`config.mk`:
```
export PLATFORM = sky130hd
export DESIGN_NAME = timed_serial_adder
export DESIGN_NICKNAME = d
export VERILOG_FILES = /design/src/rtl/timing_pkg.sv /design/src/rtl/serial_add_cell.sv /design/src/rtl/timed_serial_adder.sv
export SDC_FILE = /design/constraint.sdc
export NUM_CORES = 1
export LEC_CHECK = 0
export CAP_MARGIN = 20
export CORE_ASPECT_RATIO = 0.8
export CORE_UTILIZATION = 41
export DETAILED_ROUTE_END_ITERATION = 7
export GPL_TIMING_DRIVEN = 1
export PLACE_DENSITY = 0.77
export SLEW_MARGIN = 10
export SYNTH_ARGS = -nofsm -noshare
export SYNTH_HDL_FRONTEND = slang
export SYNTH_SLANG_ARGS = --single-unit
```
`constraint.sdc`:
```
create_clock -name clk -period 1.4 [get_ports clk]
set_input_delay 0.28 -clock clk [delete_from_list [all_inputs] [get_ports clk]]
set_output_delay 0.28 -clock clk [all_outputs]
set_load 0.005 [all_outputs]
```
`src/rtl/timing_pkg.sv`:
```
// Shared timing-generator constants: phase count, phase indices, FSM state encoding.
package timing_pkg;

    localparam int unsigned NUM_PHASES = 8;
    localparam int unsigned T0_IDX     = 0;
    localparam int unsigned T7_IDX     = 7;

    typedef logic [1:0] state_t;

    localparam state_t IDLE  = 2'd0;
    localparam state_t ARMED = 2'd1;
    localparam state_t SHIFT = 2'd2;
    localparam state_t DONE  = 2'd3;

    function automatic logic is_one_hot(input logic [NUM_PHASES-1:0] v);
        return (v != '0) && ((v & (v - 1'b1)) == '0);
    endfunction

endpackage

```
`src/rtl/serial_add_cell.sv`:
```
// One-bit full adder with registered carry; clear forces carry to 0, en advances it.
module serial_add_cell (
    input  logic clk,
    input  logic reset,
    input  logic clear,
    input  logic en,
    input  logic a,
    input  logic b,
    output logic s,
    output logic c_next
);

    logic c_q;

    assign s      = a ^ b ^ c_q;
    assign c_next = (a & b) | (a & c_q) | (b & c_q);

    always_ff @(posedge clk) begin
        if (!reset) begin
            c_q <= 1'b0;
        end else if (clear) begin
            c_q <= 1'b0;
        end else if (en) begin
            c_q <= c_next;
        end
    end

endmodule

```
`src/rtl/timed_serial_adder.sv`:
```
// Bit-serial adder paced by the one-hot T0..T7 phase vector of the timing generator.
// Define PHASE_CHECK_EN to enable the sticky one-hot check on t (phase_err).
module timed_serial_adder
    import timing_pkg::*;
#(
    parameter int unsigned WIDTH = 8  // must equal NUM_PHASES
) (
    input  logic                  clk,
    input  logic                  reset,
    input  logic [NUM_PHASES-1:0] t,
    input  logic                  start,
    input  logic [WIDTH-1:0]      a_in,
    input  logic [WIDTH-1:0]      b_in,
    output logic [WIDTH-1:0]      sum,
    output logic                  cout,
    output logic                  busy,
    output logic                  done,
    output logic                  phase_err
);

    state_t           state_q, state_d;
    logic [WIDTH-1:0] a_q, b_q, sum_q;
    logic             cout_q;
    logic             load, step, final_step;
    logic             s_bit, c_next;
    logic             viol, start_ok;

`ifdef PHASE_CHECK_EN
    logic phase_err_q;

    assign viol      = ~is_one_hot(t);
    assign phase_err = phase_err_q;
    assign start_ok  = start & ~phase_err_q & ~viol;

    always_ff @(posedge clk) begin
        if (!reset) begin
            phase_err_q <= 1'b0;
        end else if (viol) begin
            phase_err_q <= 1'b1;
        end
    end
`else
    // Only T0 and T7 are decoded when the check is compiled out.
    logic unused_t;
    assign unused_t  = ^t[NUM_PHASES-2:1];
    assign viol      = 1'b0;
    assign phase_err = 1'b0;
    assign start_ok  = start;
`endif

    serial_add_cell u_cell (
        .clk    (clk),
        .reset  (reset),
        .clear  (load),
        .en     (step),
        .a      (a_q[0]),
        .b      (b_q[0]),
        .s      (s_bit),
        .c_next (c_next)
    );

    always_comb begin
        state_d    = state_q;
        load       = 1'b0;
        step       = 1'b0;
        final_step = 1'b0;
        case (state_q)
            IDLE: begin
                if (start_ok) begin
                    load    = 1'b1;
                    state_d = ARMED;
                end
            end
            ARMED: begin
                if (viol) begin
                    state_d = IDLE;
                end else if (t[T0_IDX]) begin
                    step    = 1'b1;
                    state_d = SHIFT;
                end
            end
            SHIFT: begin
                if (viol) begin
                    state_d = IDLE;
                end else begin
                    step = 1'b1;
                    if (t[T7_IDX]) begin
                        final_step = 1'b1;
                        state_d    = DONE;
                    end
                end
            end
            DONE:    state_d = IDLE;
            default: state_d = IDLE;
        endcase
    end

    always_ff @(posedge clk) begin
        if (!reset) begin
            state_q <= IDLE;
            a_q     <= '0;
            b_q     <= '0;
            sum_q   <= '0;
            cout_q  <= 1'b0;
        end else begin
            state_q <= state_d;
            if (load) begin
                a_q <= a_in;
                b_q <= b_in;
            end else if (step) begin
                // Sum bits enter at the MSB so A holds the result after the last step.
                a_q <= {s_bit, a_q[WIDTH-1:1]};
                b_q <= b_q >> 1;
            end
            if (final_step) begin
                sum_q  <= {s_bit, a_q[WIDTH-1:1]};
                cout_q <= c_next;
            end
        end
    end

    assign sum  = sum_q;
    assign cout = cout_q;
    assign busy = (state_q == ARMED) || (state_q == SHIFT);
    assign done = (state_q == DONE);

endmodule

```
* After elaboration in Yosys (flattened, before gate mapping)
Cells that the tools add are included.
** Cells by class
- Reductions and logical operators :: 5
- Order comparisons :: 0
- Shift-type cells :: 0
- Add/sub/neg operators :: 0
- Divide/modulo/power cells :: 0
- Eq/ne operators :: 6
- Mux-type cells :: 14
- Bitwise logic cells :: 8
- Multipliers :: 0
** Operators with widths (number)
- 8-bit 2-to-1 mux :: 4
- 2-bit one-hot mux with 4 select lines :: 1
- 2-bit 2-to-1 mux :: 3
- 2-bit != test (second input constant) :: 3
- 1-bit 2-to-1 mux :: 5
- 2-bit == test (second input constant) :: 2
- 1-bit bitwise AND :: 3
- 3-bit AND reduction :: 1
- 2-bit by 1-bit == test with 1-bit output (second input constant) :: 1
- 2-bit logical NOT :: 1
- 1-bit OR :: 2
- 1-bit one-hot mux with 2 select lines :: 1
- 2-bit nonzero test :: 1
- 2-bit OR reduction :: 1
- 1-bit bitwise XOR :: 2
- 1-bit logical OR :: 1
- 1-bit inverter :: 1
** Storage, ports and cells
- Word-level logic and storage cells :: 39
- Bits of input ports :: 27
- Memories :: 0
- Memory bits (read-only) :: 0
- Bits in registers :: 28
- Bits in latches :: 0
- Output and inout bits :: 12
- RAM bits :: 0

* Depth between registers and ports, before layout
Gate-level depths: netlist (run 1).
- Depth after elaboration :: 4
- Mapped depth :: 7
- Mapped depth without buffers :: 5

* By module
A second synthesis (run 1) with hierarchy kept.
** Second synthesis, totals
- Cells, all modules :: 156
- Area, all modules :: 1280.0 um^2
** By module, submodules not included
- timed_serial_adder :: seq. area each 540.5 um^2, instances 1, area an instance 1217.4 um^2, cells each 152
- serial_add_cell :: seq. area each 20.0 um^2, instances 1, area an instance 62.6 um^2, cells each 4

* Least setup slack after synthesis (run 1)
No wires, ideal clock.
- Kind :: register to register
- Start :: register state_q[0]
- End :: register a_q[0]
- Clock period less this slack :: 1.430 ns
- Stages on the path, launching flop included :: 8
- Data arrival time :: 1.309 ns
- Required time :: 1.278 ns
- Path slack :: -0.030 ns
- Path buffers :: 2
- Setup time :: 0.122 ns
- Cells stage by stage :: dfxtp_1 inv_1 ha_1 buf_2 inv_2 buf_2 o21ai_0 a21oi_1
** Between the ends
- Longest elaborated chain between the ends :: 3
- Elaborated cells between the ends (all ways) :: 7
- Those cells by class :: eq/ne (2); mux (3); reduce/logical (2)
** RTL lines
- from (decl) :: RTL line timed_serial_adder.sv:21 : state_t state_q, state_d;
- from (signal assigned) :: RTL line timed_serial_adder.sv:106 : state_q <= state_d;
- 2-bit == test (tied with other cells) :: RTL line timed_serial_adder.sv:67 : case (state_q)
- 1-bit one-hot mux with 2 select lines or 1-bit 2-to-1 mux (tied branches) :: RTL line timed_serial_adder.sv:67
- 2-bit nonzero test (no line) or 8-bit 2-to-1 mux (tied branches)
- to (signal assigned) :: RTL line timed_serial_adder.sv:108 : a_q <= a_in;
- to (signal assigned) :: RTL line timed_serial_adder.sv:112 : a_q <= {s_bit, a_q[WIDTH-1:1]};
- to (decl) :: RTL line timed_serial_adder.sv:22 : logic [WIDTH-1:0] a_q, b_q, sum_q;
Several ways; a longest one is shown, not always the timed one.
A chain may end at the register's enable or synchronous reset.

* Worst setup path after layout (run 1)
- Start :: register state_q[1]
- End :: register u_cell.c_q
** Between the ends
- Longest elaborated chain between the ends :: 3
- Elaborated cells between the ends (all ways) :: 6
- Those cells by class :: eq/ne (2); mux (2); reduce/logical (2)
** RTL lines
- 2-bit logical NOT :: RTL line timed_serial_adder.sv:67
- 1-bit 2-to-1 mux :: RTL line timed_serial_adder.sv:67
- 2-bit OR reduction (no line)
- to (signal assigned) :: RTL line serial_add_cell.sv:24 : c_q <= c_next;
- to (decl) :: RTL line serial_add_cell.sv:13 : logic c_q;
Several ways; a longest one is shown, not always the timed one.

==> metrics.txt, run 1 <==
Clock transition at path regs=about 0.09 ns; vias post-DR=1414; First-pass DRT Iterations=4; Detailed Place HPWL=2.27 mm; Reg power frac=25.3%; Final ANT Viol Nets=0; status=finished, violations left; P_sw=around 0.0020 W; number of remaining DRC errors=0; Initial DRC Count=76; final instance area=0.00208 sq mm; layout-stage area growth over the synthesis result=60.3%; syn avg cell area=roughly 8.2 sq um; distinct cell type count after synthesis=26; worst skew pair latency=about 0.27 ns; CTS buffer count=3; Layout Nets=roughly 240; warnings from Yosys=0; core area=0.00287 sq mm; Mapped Nets=190; R2R Setup Slk=-0.06 ns; failing checks=setup timing; global-route wire length before repair=between 5 and 6 mm; most frequent cells in the layout=o21ai_0 (25), a21oi_1 (24), dfxtp_1 (21); FF+latch count, synth=28; Rows=17; f_max=between 0.6 and 0.7 GHz; combinational share of power=about two thirds; vias in the first global route=1224; CP Capture Type=flop; total die area=between 0.003 and 0.004 sq mm; Longest Clk Path Bufs=2; Switching Fraction=42.6%; placed cells=230; final hold violation count=0; data required time at the worst endpoint=about 1.6 ns; Port-buffer cells=31; Final Power=between 0.004 and 0.005 W; max-slew violation count=0; largest net degree at the start of global routing=18; CP arrival=between 1.5 and 2 ns; # diodes=0; most common cell after layout, fill and taps aside=o21ai_0; share of cells above drive strength 1=~29%; Fin Setup TNS=-0.0792 ns; fin crit share=104%; Clock Skews=between 0.007 and 0.008 ns; Setup CP Type=flop to flop; Setup Viol. Count Final=3; max-cap violation count=0; CP max FO=17; shortest period the worst path allows=1.46 ns; Cell Area, Placed=0.00170 sq mm; CTS tree=built; register area share after synthesis=43.2%; fin worst setup slack=-0.0574 ns; Starting Density=a little under half; Routed WL=3.93 mm; die width=64.9 um; RSZ-0062 raised after global routing=yes; wire per inst=16.3 um; routability congestion estimate=0.772; crit path launch type=flop; grt total ovfl=0; clock network power share=9.1%; initial antenna violation count=0; Ports=39; htree depth=1; Hold WC Path Type=flop to flop; Cell Area, Synth=between 0.001 and 0.0015 sq mm; PD cells=2220 mW/mm^2; worst vdd ir=roughly 950 uV; Total Routing Usage GR=a little over a fifth; Post-Layout Cell Count=between 200 and 250; vias per cell=5.87; Power Internal=between 0.002 and 0.003 W; Post-Syn Instances=around 160; Root Driver=clkbuf_8; Static Leak=0.885 nW; CTS Sinks=28; die height=between 50 and 60 um
[area by class of cell]
class                      count  area, sq um
tap                           38         47.5
fill                         209          793
inverter                       4         27.5
timing repair buffer          54          566
sequential                    28          572
multi-input combinational    114          825
clock buffer                   3         41.3
[metal layers]
layer  track usage [%]  share of wire [%]
met5                 0                  0
met4              5.19                1.4
met3              6.30                8.3
met1              27.4                 40
met2              35.8                 50
[power by group through the flow]
stage / logic, W / registers (W) / clock network (W)
3_5_place_dp: 0.00167 / 0.00113 / 0
3_3_place_gp: 0.00162 / 0.00112 / 0
4_1_cts: 0.00227 / 0.00112 / 0.000427
5_1_grt: 0.00321 / 0.00119 / 0.000458
6_report: 0.00303 / 0.00117 / 0.000422
2_1_floorplan: 0.00112 / 0.00110 / 0
[cells in the mapped netlist]
library cell   n  area (sq um)
a211oi_2       1          12.5
a221oi_1       1          8.76
nand2_1       12          45.0
buf_4          4          30.0
buf_2          5          25.0
conb_1         1          3.75
ha_1           4          50.1
nand3_1       11          55.1
a21oi_1       26           130
fa_1           1          20.0
clkbuf_1       3          11.3
o21ai_0       30           150
a31oi_1       15          93.8
inv_1          3          11.3
a31o_1         1          8.76
inv_2          1          3.75
o21ai_1        1          5.00
buf_6          1          11.3
and2_1         1          6.26
nand4_1        1          6.26
nor2_1         1          3.75
nand2b_1       3          18.8
o211ai_1       1          7.51
a21oi_2        1          8.76
a21o_2         1          8.76
dfxtp_1       28           561
[state kept, by name, indices dropped and copies added (netlist names)]
name and cells:
state_q 2, cout 1, sum 8, u_cell.c_q 1
b_q 8, a_q 8
[cells by family after synthesis]
family | synth area share [%]
other | 0.289
adder cells (fa/ha/maj) | 5.41
AND/OR/NAND/NOR | 10.4
AO/OA/AOI/OAI | 33.5
buffers and inverters | 7.14
flip-flops | 43.2
[critical path, stage by stage (launching register included)]
cell and delay [ns]:
dfxtp_4 0.38, inv_4 0.05, ha_4 0.27, buf_8 0.12, buf_12 0.11, inv_8 0.05, o21ai_0 0.25, a211oi_2 0.11
[path summary, 6_finish.rpt]
check / end / cells past startpoint / startpoint
setup / recovery: u_cell.c_q / 7 / state_q[1]
hold / removal: sum[2] / 2 / sum[2]
hold reg to reg: sum[2] / 2 / sum[2]
setup reg to reg: u_cell.c_q / 7 / state_q[1]
[repair_timing]
item,4_1_cts,5_1_grt
setup buffers,2,5
setup endpoints to repair,18,38
pin swaps,11,9
cloned,2,1
hold buffers,0,0
gates resized for setup,28,46
[stage by stage]
step	hold slack, ns	utilization [%]	setup WS, ns
2_1_floorplan	0.418	-	0.00771
3_3_place_gp	0.445	59.1	-0.0695
3_5_place_dp	0.446	59.1	-0.108
4_1_cts	0.458	65.4	-0.0125
5_1_grt	0.485	72.4	-0.128
6_report	0.453	72.4	-0.0574
No activity file was read; power rests on OpenSTA's default activity.
==> run 2, diff against run 1 <==
Settings changed: GPL_TIMING_DRIVEN 1 to default.
==> results of run 2 <==
Same layout as run 1: the final DEF is identical, and so are final timing and power.
